`src/rtl/l2d_req_arbiter.sv`:
```
// l2d_req_arbiter: merges two L2 data-slice request channels into the
// directory request channel. Each slice has a 2-entry skid FIFO, arbitration
// is round-robin, and the output stage is registered and tagged with the
// source slice.
// Ports: clk, reset (sync, active-high);
//   l2d_0todr_req_valid/_retry/payload : slice 0 request channel
//   l2d_1todr_req_valid/_retry/payload : slice 1 request channel
//   l2todr_req_valid/_retry/payload    : merged directory channel
//   l2todr_req_src                     : source slice of l2todr_req
module l2d_req_arbiter #(
   parameter int REQ_W      = 96,
   parameter int FIFO_DEPTH = 2
) (
   input  logic             clk,
   input  logic             reset,
   input  logic             l2d_0todr_req_valid,
   output logic             l2d_0todr_req_retry,
   input  logic [REQ_W-1:0] l2d_0todr_req,
   input  logic             l2d_1todr_req_valid,
   output logic             l2d_1todr_req_retry,
   input  logic [REQ_W-1:0] l2d_1todr_req,
   output logic             l2todr_req_valid,
   input  logic             l2todr_req_retry,
   output logic [REQ_W-1:0] l2todr_req,
   output logic             l2todr_req_src
);

   localparam logic [1:0] FULL = 2'(FIFO_DEPTH);

   logic [1:0]       in_v;
   logic [REQ_W-1:0] in_d [2];

   logic [REQ_W-1:0] mem  [2][2];
   logic [1:0]       cnt  [2];
   logic             wp   [2];
   logic             rp   [2];

   logic [1:0]       full;
   logic [1:0]       ne;
   logic [1:0]       enq;
   logic [1:0]       deq;
   logic [REQ_W-1:0] head [2];

   logic             out_v;
   logic [REQ_W-1:0] out_data;
   logic             out_src;
   logic             last_gnt;

   logic             load;
   logic             grant;
   logic             win;

   assign in_v[0] = l2d_0todr_req_valid;
   assign in_v[1] = l2d_1todr_req_valid;
   assign in_d[0] = l2d_0todr_req;
   assign in_d[1] = l2d_1todr_req;

   always_comb begin
      for (int i = 0; i < 2; i++) begin
         full[i] = (cnt[i] == FULL);
         ne[i]   = (cnt[i] != 2'd0);
         enq[i]  = in_v[i] && !full[i];
         head[i] = mem[i][rp[i]];
      end
   end

   // Retry comes straight from the occupancy flops.
   assign l2d_0todr_req_retry = full[0];
   assign l2d_1todr_req_retry = full[1];

   // Output stage may drain and refill in the same cycle.
   assign load  = !out_v || !l2todr_req_retry;
   assign grant = load && (ne != 2'b00);

   // On a tie, the slice that did not win last time goes next.
   always_comb begin
      win = 1'b0;
      unique case (1'b1)
         ne[0] && ne[1]:  win = ~last_gnt;
         ne[1] && !ne[0]: win = 1'b1;
         default:         win = 1'b0;
      endcase
   end

   assign deq[0] = grant && !win;
   assign deq[1] = grant && win;

   always_ff @(posedge clk) begin
      for (int i = 0; i < 2; i++) begin
         if (reset) begin
            cnt[i] <= 2'd0;
            wp[i]  <= 1'b0;
            rp[i]  <= 1'b0;
         end else begin
            if (enq[i])
               mem[i][wp[i]] <= in_d[i];
            wp[i]  <= wp[i] ^ enq[i];
            rp[i]  <= rp[i] ^ deq[i];
            cnt[i] <= cnt[i] + 2'(enq[i]) - 2'(deq[i]);
         end
      end
   end

   always_ff @(posedge clk) begin
      if (reset) begin
         out_v    <= 1'b0;
         out_data <= '0;
         out_src  <= 1'b0;
         last_gnt <= 1'b1;
      end else if (load) begin
         if (grant) begin
            out_v    <= 1'b1;
            out_data <= head[win];
            out_src  <= win;
            last_gnt <= win;
         end else begin
            out_v    <= 1'b0;
         end
      end
   end

   assign l2todr_req_valid = out_v;
   assign l2todr_req       = out_data;
   assign l2todr_req_src   = out_src;

endmodule

```
`config.mk`:
```
export PLATFORM = sky130hd
export DESIGN_NAME = l2d_req_arbiter
export DESIGN_NICKNAME = d
export VERILOG_FILES = /design/src/rtl/l2d_req_arbiter.sv
export SDC_FILE = /design/constraint.sdc
export NUM_CORES = 1
export LEC_CHECK = 0
export BUFFER_PORTS_ARGS = -buffer_cell sky130_fd_sc_hd__buf_2
export CAP_MARGIN = 20
export CORE_ASPECT_RATIO = 0.9
export CORE_MARGIN = 4
export CORE_UTILIZATION = 50
export CTS_BUF_LIST = sky130_fd_sc_hd__clkbuf_16
export CTS_CLUSTER_DIAMETER = 100
export CTS_CLUSTER_SIZE = 25
export DETAILED_ROUTE_END_ITERATION = 10
export PLACE_DENSITY_LB_ADDON = 0.2
export SLEW_MARGIN = 20
export SYNTH_ARGS = -nofsm -noshare
export SYNTH_HDL_FRONTEND = slang
export SYNTH_SLANG_ARGS = --single-unit
```
`constraint.sdc`:
```
create_clock -name clk -period 22.2 [get_ports clk]
set_clock_uncertainty 0.15 [all_clocks]
set_input_delay 2.22 -clock clk [delete_from_list [all_inputs] [get_ports clk]]
set_output_delay 2.22 -clock clk [all_outputs]
set_load 0.02 [all_outputs]
```
==> results.sh, run 1 <==
export IMPL_cp_arrival_ps=4510
export IMPL_max_slew_margin_pct=27.5
export IMPL_die_h_um=190
export IMPL_crit_path_end_kind="register"
export IMPL_coreArea_um2=36200
export IMPL_ant_nets=0
export IMPL_synth_cells=1011
export IMPL_leakagePower_nw=7.24
export IMPL_ir_drop_uv=62.7
export IMPL_critPathKind="in2reg"
export IMPL_setup_viol_count_final=0
export IMPL_fill_cells=2765
export IMPL_synthesis_area_um2=18400
export IMPL_synth_avg_cell_area_um2=18.2
export IMPL_finalWeightedCongestion=0.739
export IMPL_power_switching_w=0.000845
export IMPL_clock_fmax_mhz=233
export IMPL_cts_resized=0
export IMPL_worst_hold_slack_ps=372
export IMPL_place_area_um2=20200
export IMPL_wire_per_inst_um=23.9
export IMPL_dp_hpwl_um=25400
export IMPL_dieArea_um2=39900
export IMPL_htreeDepth=1
export IMPL_fin_crit_ps=4280
export IMPL_startpoint_type="input pin"
export IMPL_finalWorstSetupSlack_ps=17920
export IMPL_p_seq_share_pct=51.5
export IMPL_finalCritPeriodShare_pct=19.3
export IMPL_clockBufferDepth=3
export IMPL_rrSetupSlack_ps=19210
export IMPL_antenna_found_initial=11
export IMPL_worstMarginPinSlew_ps=1090
export IMPL_clk_latency_ps=550
export IMPL_rows=66
export IMPL_final_nets=1472
export IMPL_clockRootBuffer="clkbuf_16"
export IMPL_grt_usage_pct=20.4
export IMPL_ios=297
export IMPL_grt_ovfl_total=0
export IMPL_synth_main_ff_cell="edfxtp_1"
export IMPL_wl_um=42200
export IMPL_synth_cell_types=32
export IMPL_hold_buffers=0
export IMPL_grt_pass1_wl_um=63000
export IMPL_synth_edf_count=384
export IMPL_die_x_um=210
export IMPL_ys_seq_area_share_pct=74.4
export IMPL_synth_nets=1212
export IMPL_place_ws_ps=17360
export IMPL_vias=10200
export IMPL_status="complete, no violations"
export IMPL_synth_seq_cells=491
export IMPL_pwr_share_clk_pct=18.9
export IMPL_drc=0
export IMPL_ys_warn_count=0
export IMPL_grt_max_degree=77
export IMPL_synth_area_leaders="edfxtp_1, dfxtp_1, mux2i_1"
export IMPL_place_port_buffers=296
export IMPL_maxCapViolCount=0
export IMPL_initial_utilization_pct=50.8
export IMPL_cp_max_fo=56
export IMPL_yosysTopAreaCellShare_pct=62.8
export IMPL_cts_buffers=23
export IMPL_worstPathRequired_ps=22430
export IMPL_drive_gt1_share_pct=32.7
export IMPL_setup_tns_ps=0
export IMPL_first_iter_violations=666
export IMPL_final_area_um2=20900
export IMPL_swShare_pct=34.5
export IMPL_cts_tree="done"
export IMPL_powerDensity_nw_per_um2=117
export IMPL_dr_pass1_iters=5
export IMPL_syn2layout_area_growth_pct=13.7
export IMPL_intPower_w=0.00160
export IMPL_synthArstFlopShare_pct=0
export IMPL_finalMaxSlewViolations=0
export IMPL_post_cts_buffers=0
export IMPL_hold_viol=0
export IMPL_cts_sinks=491
export IMPL_hold_class="reg2reg"
export IMPL_post_synth_top_count_cell="edfxtp_1"
export IMPL_grt_pass1_vias=10400
export IMPL_cts_reportedPaths_clkPinSlew_ps=90
export IMPL_synthTopCellsByCount="edfxtp_1, mux2i_1, dfxtp_1"
export IMPL_power_frac_comb_pct=29.5
export IMPL_synth_top_area_cell="edfxtp_1"
export IMPL_grt_setup_unrepaired="no"
export IMPL_vias_per_cell=5.76
power groups by stage:
stage | sequential, W | combinational [W] | clock [W]
after floorplan | 0.00134 | 0.000429 | 0
after global placement | 0.00128 | 0.000721 | 0
after detailed placement | 0.00128 | 0.000733 | 0
after CTS | 0.00126 | 0.000734 | 0.000475
after global routing | 0.00128 | 0.000775 | 0.000509
final | 0.00126 | 0.000723 | 0.000463
critical path: stages:
cell	delay, ps
buf_2	310
or3_4	760
buf_4	850
o221ai_1	260
logic make-up after synthesis:
group                      synth area share, %
DFF                                       74.4
AOI/OAI and AO/OA                         11.5
muxes                                     10.5
buffers and inverters                     2.35
and+or+nand+nor                          0.906
adders and majority gates                0.272
xor gates and xnor gates                 0.143
worst paths after layout:
path                            cells past startpoint                          start                       endpoint
worst max-delay path                                4                          reset    l2todr_req[63]$_SDFFE_PP0P_
worst min-delay path                                2  l2todr_req_valid$_SDFFE_PP0P_  l2todr_req_valid$_SDFFE_PP0P_
worst max register to register                      4           cnt[1][0]$_SDFF_PP0_    l2todr_req[63]$_SDFFE_PP0P_
worst min register to register                      2  l2todr_req_valid$_SDFFE_PP0P_  l2todr_req_valid$_SDFFE_PP0P_
layer usage:
| metal | share of wire [%] | track usage, % | vias up | wire, um |
|---|---|---|---|---|
| met5 | 0.25 | 0 | - | 107 |
| met4 | 2.2 | 4.74 | 18 | 943 |
| met1 | 43 | 29.0 | 5104 | 18200 |
| met2 | 48 | 33.2 | 343 | 20100 |
| met3 | 6.7 | 4.04 | 73 | 2820 |
| li1 | - | - | 4631 | - |
through the flow:
stage	power (W)	util (%)	instances
after CTS	0.00247	57.7	1763
final	0.00245	57.7	1765
after global routing	0.00256	57.7	1764
after floorplan	0.00177	-	1011
after detailed placement	0.00202	55.9	1722
after global placement	0.00200	55.9	1722
final cells by class:
class	instances	area, um^2	area share (%)
inverter	9	35.0	0.168
antenna	2	5.00	0.0240
multi-input combinational	434	4310	20.6
clock buffer	23	576	2.76
timing repair buffer	312	1600	7.67
sequential	491	13700	65.5
tap	476	596	2.85
clock inverter	18	80.1	0.383
state kept, by name (all words and copies together), names as in the netlist:
name              cells
rp                    2
last_gnt              1
l2todr_req           96
wp                    2
mem                 384
l2todr_req_valid      1
cnt                   4
l2todr_req_src        1
layout by cell type (no fill, tap or decap):
master,instances
nand2b_1,2
nor3_1,1
a21oi_1,5
or3_1,4
o21a_1,2
nand2_1,2
or3_4,2
edfxtp_1,384
o221ai_1,24
or4_1,1
and2_1,2
inv_8,1
ha_1,4
nor2b_1,4
inv_6,1
nor2_1,4
clkbuf_16,23
and2_4,1
mux2i_1,192
nor4_4,1
o21ai_0,4
dfxtp_4,2
clkinv_2,1
dfxtp_1,105
buf_4,16
nor3_2,2
o2bb2ai_2,1
xor2_1,2
diode_2,2
buf_2,296
o221ai_2,71
xnor2_1,1
o2bb2ai_1,1
nor3b_2,2
o211ai_1,98
inv_1,24
o21ba_2,1
(Power assumes the default switching activity.)
==> run 2: changes to the inputs <==
==> constraint.sdc (replaced) <==
create_clock -name clk -period 4.3 [get_ports clk]
set_clock_uncertainty 0.15 [all_clocks]
set_input_delay 0.43 -clock clk [delete_from_list [all_inputs] [get_ports clk]]
set_output_delay 0.43 -clock clk [all_outputs]
set_load 0.02 [all_outputs]
==> run 2 against run 1 <==
Compared with the run above: total power grew to 5.3 times the previous value; critical path type is now reg2reg; routed wire length grew 4.1%; setup slack lost 16000 ps; sequential share of layout area shrank 6.0 points; critical endpoint is now mem[0][278]$_DFFE_PP_; combinational power grew to 5.5 times the previous value; clock power grew to 5.2 times the previous value; die area is the same; cell count grew 11%; critical path depth is the same.
==> results.sh, run 2 (same netlist as run 1, synthesis figures left out) <==
export IMPL_setup_tns_ps=0
export IMPL_worst_path_max_delay_cell="nor3b_4"
export IMPL_hold_class="in2reg"
export IMPL_dp_cells=1727
export IMPL_worstPathRequired_ps=4360
export IMPL_crit_chain="nor2b_1, nand2b_1, nor3b_4, buf_12"
export IMPL_grt_pass1_wl_um=67400
export IMPL_die_x_um=210
export IMPL_ant_nets=0
export IMPL_final_cell_count_no_fill=1967
export IMPL_finalPower_w=0.0129
export IMPL_power_frac_comb_pct=31.0
export IMPL_cp_max_fo=51
export IMPL_dieArea_um2=39900
export IMPL_grt_ovfl_total=0
export IMPL_hold_viol=0
export IMPL_clock_fmax_mhz=388
export IMPL_intPower_w=0.00845
export IMPL_vias=10900
export IMPL_syn2layout_area_growth_pct=25.1
export IMPL_path_buf_inv=1
export IMPL_crit_path_end_kind="register"
export IMPL_cts_reportedPaths_clkPinSlew_ps=100
export IMPL_startpoint_type="register"
export IMPL_swShare_pct=34.3
export IMPL_ios=297
export IMPL_critPathKind="reg2reg"
export IMPL_antenna_found_initial=6
export IMPL_coreArea_um2=36200
export IMPL_worst_hold_slack_ps=73.3
export IMPL_ir_drop_uv=417
export IMPL_wire_per_inst_um=22.3
export IMPL_final_common_cell="edfxtp_1"
export IMPL_vias_per_cell=5.53
export IMPL_max_slew_margin_pct=26.5
export IMPL_fin_crit_ps=2580
export IMPL_largest_reg_flops=384
export IMPL_most_common_layout_cells="edfxtp_1, buf_2, dlygate4sd3_1, mux2i_1, dfxtp_1"
export IMPL_worstMarginPinSlew_ps=1100
export IMPL_clk_latency_ps=560
export IMPL_finalMaxSlewViolations=0
export IMPL_pwr_share_clk_pct=18.7
export IMPL_power_switching_w=0.00441
export IMPL_powerDensity_nw_per_um2=560
export IMPL_grt_setup_unrepaired="no"
export IMPL_htreeDepth=1
export IMPL_status="complete, no violations"
export IMPL_leakagePower_nw=8.12
export IMPL_cts_tree="done"
export IMPL_clockBufferDepth=3
export IMPL_clockRootBuffer="clkbuf_16"
export IMPL_grt_max_degree=65
export IMPL_cts_buffers=23
export IMPL_dp_hpwl_um=25700
export IMPL_place_port_buffers=296
export IMPL_wl_um=43900
export IMPL_dr_pass1_iters=5
export IMPL_drc=0
export IMPL_final_area_um2=23000
export IMPL_initial_utilization_pct=50.8
export IMPL_finalCritPeriodShare_pct=60.0
export IMPL_cts_sinks=491
export IMPL_path_delay_family="simple AND/OR/NAND/NOR gates"
export IMPL_cp_arrival_ps=2640
export IMPL_grt_usage_pct=21.5
export IMPL_grt_pass1_vias=11500
export IMPL_first_iter_violations=624
export IMPL_die_h_um=190
export IMPL_finalWeightedCongestion=0.716
export IMPL_p_seq_share_pct=50.4
export IMPL_maxCapViolCount=0
export IMPL_critPathMaxStageDelay_ps=810
export IMPL_final_nets=1670
export IMPL_setup_viol_count_final=0
export IMPL_rows=66
export IMPL_post_cts_buffers=0
export IMPL_drive_gt1_share_pct=28.7
export IMPL_place_area_um2=20400
run 2: layer usage:
layer	track usage, %	share of wire (%)
met3	3.97	5.7
met5	0	0.018
met2	35.8	49
met4	4.29	2.1
met1	30.1	44
run 2: area by class of cell:
type / count / area (um^2)
Sequential cell: 491 / 13700
Fill cell: 2599 / 13200
Multi-Input combinational cell: 434 / 4340
Timing Repair Buffer: 510 / 3670
Tap cell: 476 / 596
Clock buffer: 23 / 576
Clock inverter: 19 / 83.8
Inverter: 9 / 35.0
Antenna cell: 5 / 12.5
run 2: worst register-to-register path, cell delays in order, from the launching register on:
cell      delay, ps
dfxtp_1         450
nor2b_1         110
nand2b_1        260
nor3b_4         810
buf_12          390
run 2: per-stage QoR:
stage | util [%] | setup WS, ps
6_report | 63.6 | 1720
5_1_grt | 63.6 | 1600
4_1_cts | 63.5 | 1710
3_5_place_dp | 56.4 | 1720
3_3_place_gp | 56.4 | 1770
2_1_floorplan | - | -954
run 2: timing repair:
item                      4_1_cts  5_1_grt
hold buffers                  193        0
resized for setup               0        0
hold endpoints to repair      385        0
run 2: final timing paths:
| kind | endpoint | slack (ps) | cells after the start | startpoint |
|---|---|---|---|---|
| setup / recovery | mem[0][278]$_DFFE_PP_ | 1720 | 4 | cnt[1][0]$_SDFF_PP0_ |
| hold / removal | wp[0]$_SDFF_PP0_ | 70 | 4 | l2d_0todr_req_valid |
| hold reg to reg | l2todr_req[28]$_SDFFE_PP0P_ | 370 | 2 | l2todr_req[28]$_SDFFE_PP0P_ |
| setup reg to reg | mem[0][278]$_DFFE_PP_ | 1720 | 4 | cnt[1][0]$_SDFF_PP0_ |
run 2: power groups by stage:
stage	Sequential (W)	Combinational, W	Clock [W]
CTS	0.00648	0.00403	0.00247
detailed placement	0.00658	0.00388	0
finish	0.00648	0.00399	0.00240
global placement	0.00657	0.00382	0
floorplan	0.00687	0.00222	0
global route	0.00657	0.00426	0.00265
